--- src/rtl/cpu_pipe_pkg.sv ---
// cpu_pipe_pkg: shared forward codes, latency constants and slot field widths for the in-order pipeline
package cpu_pipe_pkg;
    localparam int FWD_REGFILE = 0;
    localparam int FWD_MEM     = 2;
    localparam int FWD_WB      = 3;
    localparam int LAT_ALU     = 1;
    localparam int LAT_LOAD    = 2;
    localparam int LAT_W       = 2;
endpackage

--- src/rtl/hazard_src_match.sv ---
// hazard_src_match: youngest in-flight writer search plus hazard and forward code for one ID source
// Ports: valid_i/use_i/src_i describe the source; slot_*_i are the tracked slots 1..N (1 = EX);
// hazard_o flags a result not yet available; fwd_o is the EX mux code (0 = register file).
module hazard_src_match
    import cpu_pipe_pkg::*;
#(
    parameter int ADDR_W   = 5,
    parameter int N        = 2,
    parameter int FWD_W    = 2,
    parameter int ZERO_REG = 1
) (
    input  logic                       valid_i,
    input  logic                       use_i,
    input  logic [ADDR_W-1:0]          src_i,
    input  logic [N:1]                 slot_v_i,
    input  logic [N:1][ADDR_W-1:0]     slot_rd_i,
    input  logic [N:1][LAT_W-1:0]      slot_lat_i,
    output logic                       hazard_o,
    output logic [FWD_W-1:0]           fwd_o
);
    logic             hit, hit_ok;
    logic [FWD_W-1:0] k_hit;
    logic [LAT_W-1:0] lat_hit;

    // Scan oldest to youngest so the youngest match overwrites older ones.
    always_comb begin
        hit     = 1'b0;
        k_hit   = '0;
        lat_hit = '0;
        for (int k = N; k >= 1; k--) begin
            if (slot_v_i[k] && slot_rd_i[k] == src_i) begin
                hit     = 1'b1;
                k_hit   = FWD_W'(k);
                lat_hit = slot_lat_i[k];
            end
        end
    end

    assign hit_ok   = hit && valid_i && use_i && !(ZERO_REG != 0 && src_i == '0);
    assign hazard_o = hit_ok && k_hit < FWD_W'(lat_hit);
    // The producer moves one stage further by the time the consumer reaches EX.
    assign fwd_o    = hit_ok && !hazard_o ? k_hit + FWD_W'(1) : FWD_W'(FWD_REGFILE);
endmodule

--- src/rtl/pipeline_hazard_scoreboard.sv ---
// pipeline_hazard_scoreboard: stall/bubble/forward controller tracking in-flight writers from EX to WB
// Ports: clk_i/rst_n_i clock and async active-low reset; issue_* describe the ID instruction;
// flush_i squashes ID; hold_i freezes everything; stall_o holds ID; fwd_a_o/fwd_b_o are the
// registered EX operand mux selects; stall_cnt_o saturates counting stall cycles.
module pipeline_hazard_scoreboard
    import cpu_pipe_pkg::*;
#(
    parameter int ADDR_W     = 5,
    parameter int PIPE_DEPTH = 3,
    parameter int MAX_LAT    = 2,
    parameter int FWD_W      = $clog2(PIPE_DEPTH + 1),
    parameter int ZERO_REG   = 1
) (
    input  logic              clk_i,
    input  logic              rst_n_i,
    input  logic              issue_valid_i,
    input  logic [ADDR_W-1:0] issue_rs_i,
    input  logic [ADDR_W-1:0] issue_rt_i,
    input  logic              issue_use_rs_i,
    input  logic              issue_use_rt_i,
    input  logic [ADDR_W-1:0] issue_rd_i,
    input  logic              issue_regwrite_i,
    input  logic [1:0]        issue_lat_i,
    input  logic              flush_i,
    input  logic              hold_i,
    output logic              stall_o,
    output logic [FWD_W-1:0]  fwd_a_o,
    output logic [FWD_W-1:0]  fwd_b_o,
    output logic [31:0]       stall_cnt_o
);
    // The WB slot is never matched (write-through register file) and would only drop out,
    // so only slots 1..PIPE_DEPTH-1 are held.
    localparam int N = PIPE_DEPTH - 1;

    logic [N:1]             slot_v_q, slot_v_d;
    logic [N:1][ADDR_W-1:0] slot_rd_q, slot_rd_d;
    logic [N:1][LAT_W-1:0]  slot_lat_q, slot_lat_d;
    logic [FWD_W-1:0]       fwd_a_q, fwd_a_d, fwd_b_q, fwd_b_d, code_a, code_b;
    logic [31:0]            stall_cnt_q, stall_cnt_d;
    logic                   haz_a, haz_b, advance;

    hazard_src_match #(.ADDR_W(ADDR_W), .N(N), .FWD_W(FWD_W), .ZERO_REG(ZERO_REG)) u_src_a (
        .valid_i    (issue_valid_i),
        .use_i      (issue_use_rs_i),
        .src_i      (issue_rs_i),
        .slot_v_i   (slot_v_q),
        .slot_rd_i  (slot_rd_q),
        .slot_lat_i (slot_lat_q),
        .hazard_o   (haz_a),
        .fwd_o      (code_a)
    );

    hazard_src_match #(.ADDR_W(ADDR_W), .N(N), .FWD_W(FWD_W), .ZERO_REG(ZERO_REG)) u_src_b (
        .valid_i    (issue_valid_i),
        .use_i      (issue_use_rt_i),
        .src_i      (issue_rt_i),
        .slot_v_i   (slot_v_q),
        .slot_rd_i  (slot_rd_q),
        .slot_lat_i (slot_lat_q),
        .hazard_o   (haz_b),
        .fwd_o      (code_b)
    );

    // A flush already turns ID into a bubble, and a hold freezes ID anyway.
    assign stall_o = (haz_a | haz_b) & ~flush_i & ~hold_i;
    assign advance = issue_valid_i & ~flush_i & ~stall_o;

    always_comb begin
        slot_v_d   = slot_v_q;
        slot_rd_d  = slot_rd_q;
        slot_lat_d = slot_lat_q;
        if (!hold_i) begin
            for (int k = N; k >= 2; k--) begin
                slot_v_d[k]   = slot_v_q[k-1];
                slot_rd_d[k]  = slot_rd_q[k-1];
                slot_lat_d[k] = slot_lat_q[k-1];
            end
            slot_v_d[1]   = advance & issue_regwrite_i;
            slot_rd_d[1]  = advance ? issue_rd_i : '0;
            slot_lat_d[1] = advance ? issue_lat_i : '0;
        end
        fwd_a_d     = hold_i ? fwd_a_q : advance ? code_a : '0;
        fwd_b_d     = hold_i ? fwd_b_q : advance ? code_b : '0;
        stall_cnt_d = stall_o && stall_cnt_q != '1 ? stall_cnt_q + 32'd1 : stall_cnt_q;
    end

    always_ff @(posedge clk_i or negedge rst_n_i) begin
        if (!rst_n_i) begin
            slot_v_q    <= '0;
            slot_rd_q   <= '0;
            slot_lat_q  <= '0;
            fwd_a_q     <= '0;
            fwd_b_q     <= '0;
            stall_cnt_q <= '0;
        end else begin
            slot_v_q    <= slot_v_d;
            slot_rd_q   <= slot_rd_d;
            slot_lat_q  <= slot_lat_d;
            fwd_a_q     <= fwd_a_d;
            fwd_b_q     <= fwd_b_d;
            stall_cnt_q <= stall_cnt_d;
        end
    end

    assign fwd_a_o     = fwd_a_q;
    assign fwd_b_o     = fwd_b_q;
    assign stall_cnt_o = stall_cnt_q;

    lat_legal: assert property (@(posedge clk_i) disable iff (!rst_n_i)
        issue_valid_i && issue_regwrite_i |-> int'(issue_lat_i) >= LAT_ALU && int'(issue_lat_i) <= MAX_LAT);
endmodule

--- config.mk ---
export PLATFORM = sky130hd
export DESIGN_NAME = pipeline_hazard_scoreboard
export DESIGN_NICKNAME = d
export VERILOG_FILES = /design/src/rtl/cpu_pipe_pkg.sv /design/src/rtl/hazard_src_match.sv /design/src/rtl/pipeline_hazard_scoreboard.sv
export SDC_FILE = /design/constraint.sdc
export NUM_CORES = 1
export LEC_CHECK = 0
export ABC_AREA = 1
export CAP_MARGIN = 20
export CORE_ASPECT_RATIO = 1.25
export CORE_MARGIN = 1
export CORE_UTILIZATION = 49
export CTS_CLUSTER_DIAMETER = 30
export DETAILED_ROUTE_END_ITERATION = 16
export PLACE_DENSITY_LB_ADDON = 0.12
export SKIP_LAST_GASP = 1
export SYNTH_ARGS = -nofsm -noshare
export SYNTH_HDL_FRONTEND = slang
export SYNTH_HIERARCHICAL = 1
export SYNTH_SLANG_ARGS = --single-unit
export TNS_END_PERCENT = 1
--- constraint.sdc ---
create_clock -name clk_i -period 2.4 [get_ports clk_i]
set_clock_uncertainty 0.1 [all_clocks]
set_input_delay 0.48 -clock clk_i [delete_from_list [all_inputs] [get_ports clk_i]]
set_output_delay 0.48 -clock clk_i [all_outputs]
set_load 0.05 [all_outputs]
==> impl_metrics.ini <==
[placement]
dp_hpwl_um = 6850
postPlaceCellArea_um2 = 4580
port_buffers = 61
gp_congestion = 0.849

[worst_setup_path]
path_cells = clkdlybuf4s15_1 -> inv_2 -> nand2_1 -> nand2_1 -> nor2_2 -> nand3_2 -> inv_4 -> nor2_2 -> a22oi_2 -> ha_4 -> nand2_2 -> nand2_2 -> nor2_4 -> nor2_4 -> nor2_4 -> buf_12
critPathKind = input pin to output port
crit_arrival_ns = 2.34
required_ns = 1.82
crit_fanout = 4
end_kind = output port
start_kind = input pin
crit_slowest_cell = clkdlybuf4s15_1
critPathTopFamily = simple AND/OR/NAND/NOR gates
critPathMostFrequentCell = nor2_4
cp.buffers_inverters = 4
cpPeakStageDelay_ns = 0.24

[logic_synthesis]
syn_area_um2 = 3600
synth-seq-cells = 52
synth-main-ff-cell = dfrtp_1
yosys_warnings = 6
ys_async_sr_fraction_pct = 100
syn-num-nets = 581
synth-edff-count = 0
ys_types = 29
yosysSeqAreaShare_pct = 36.2
syn_area_per_cell_um2 = 6.50
synthCells = 553

[detailed_routing]
ant_nets = 0
post-route-drc-count = 0
wl_per_cell_um = 12.1
firstDrtPassIters = 4
via_count = 3612
drt_iter0_markers = 105
via_per_inst = 4.88
wirelength_um = 8980

[global_routing]
antenna_found_initial = 0
gr-total-overflow = 0
grt_max_degree = 31
grt_usage_pct = 25.1
grt_pass1_wl_um = 15300
first_global_vias = 3529

[cts]
htree_levels = 2
max-clock-path-buffers = 2
clk-insertion-delay-late_ns = 0.30
cts_hold_buf = 0
cts_made_buffers = 5
cts-root-buf = clkbuf_8
clk_pin_slew_ns = 0.09
tritoncts = built
cts_sinks = 52

[final_layout]
nFillCells = 633
multi_input_area_um2 = 2020
diodes = 0
final_cell_area_um2 = 4780
drive_gt1_share_pct = 19.1
final_core_util_pct = 68.1
nets = 677
final_common_cell = nand2_1
layout.cells.most_common_list = 225 x nand2_1, 69 x inv_1, 51 x dfrtp_1
syn_to_final_growth_pct = 33.0
register_area_um2 = 1300

[hold_path]
holdCritPathClass = input pin to async pin

[timing]
max_slew.worst_pin.slew_ns = 0.684
fin_ws_ns = -0.518
fmax_ghz = 0.343
final_hold_viol_count = 0
slew_headroom_pct = 54.4
slew_violations = 0
finalCriticalPeriod_ns = 2.92
hold_slack_ns = 0.113
tns_ns = -9.94
finalSetupViolCount = 45
rsz0062_at_grt = yes
min_period_over_period_pct = 122

[pwr]
ir_drop_v = 0.000280
power_density_nw_per_um2 = 357
power.leakage_nw = 2.16

[flow_run]
cap_violations = 0

[floorplanning]
rows = 34
die-area_um2 = 7690
fp.coreArea_um2 = 7020
die_w_um = 78.6
die_y_um = 97.8
start_util_pct = 51.2
pin_count = 62

[run_status]
status = finished with violations
violations = setup timing
-- where the power goes --
group	internal (mW)	switching (mW)	leakage [nW]
logic	0.0919	0.117	1.38
clock network	0.310	0.278	0.0552
registers	0.893	0.0198	0.718
total	1.29	0.414	2.16
-- kinds of logic (layout without fill, tap and decap cells) --
family | count (synthesis) | after routing | synth area share (%)
AND/OR/NAND/NOR | 365 | 365 | 45.4
buffers and inverters | 94 | 191 | 10.4
flip-flops | 52 | 52 | 36.2
AO/OA/AOI/OAI | 30 | 30 | 4.80
XOR/XNOR | 9 | 9 | 2.19
adder cells (fa/ha/maj) | 3 | 3 | 1.04
-- through the flow --
stage	instances	setup slack, ns	power (mW)
5_1_grt	740	-0.668	1.79
6_report	740	-0.518	1.71
4_1_cts	738	-0.455	1.73
3_3_place_gp	724	-0.762	1.13
2_1_floorplan	553	-0.253	1.03
3_5_place_dp	724	-0.794	1.13
-- synth_stat cells (all sizes together) (3+ instances only) --
cell type | number | share of area (%)
nand3 | 26 | 4.2
nand4 | 6 | 1.0
ha | 3 | 1.0
xor2 | 5 | 1.2
nand2 | 241 | 26
dfrtp | 52 | 36
buf | 5 | 1.0
o21ai | 17 | 2.4
o22ai | 8 | 1.4
a21oi | 3 | 0.63
inv | 84 | 8.8
clkbuf | 3 | 0.31
xnor2 | 4 | 0.97
nor2 | 79 | 11
nand3b | 10 | 2.1
-- layer usage --
layer  track usage [%]  vias up  part of all wire [%]
li1                  -     1861                     -
met1              28.2     1639                    41
met2              46.5       85                    52
met3              3.27       27                   3.6
met4              11.0        0                   3.4
met5                 0        -                     0
-- flip-flops by register name, indices dropped and copies added, names as in the netlist --
signal and cells:
fwd_a_o 2, slot_rd_q 10, slot_lat_q 4, fwd_b_o 2, slot_v_q 2, stall_cnt_o 32
-- what timing repair did --
action                     4_1_cts  5_1_grt
setup endpoints to repair       45       45
setup buffers                    6        3
pin swaps                        7        8
gates resized for setup         20        9
-- worst paths after layout --
kind / startpoint / endpoint / slack (ns) / depth (start not counted)
max: issue_rt_i[4] / stall_o / -0.52 / 16
min in group clk_i: fwd_b_o[0]$_DFFE_PN0N_ / fwd_b_o[0]$_DFFE_PN0N_ / 0.41 / 2
min: rst_n_i / stall_cnt_o[25]$_DFFE_PN0P_ / 0.11 / 1
max in group asynchronous: rst_n_i / slot_rd_q[1]$_DFFE_PN0N_ / 1.43 / 2
max reg2reg: slot_rd_q[4]$_DFFE_PN0N_ / stall_cnt_o[26]$_DFFE_PN0P_ / -0.37 / 20
min reg2reg: fwd_b_o[0]$_DFFE_PN0N_ / fwd_b_o[0]$_DFFE_PN0N_ / 0.41 / 2
-- final cells by class --
cell class | instances | share of cell area, %
Clock buffer | 6 | 1.52
Clock inverter | 2 | 0.733
Inverter | 86 | 6.88
Multi-Input combinational cell | 407 | 42.3
Sequential cell | 52 | 27.2
Tap cell | 90 | 2.35
Timing Repair Buffer | 97 | 19.0
Note: power is estimated with default switching activity, not from simulation.
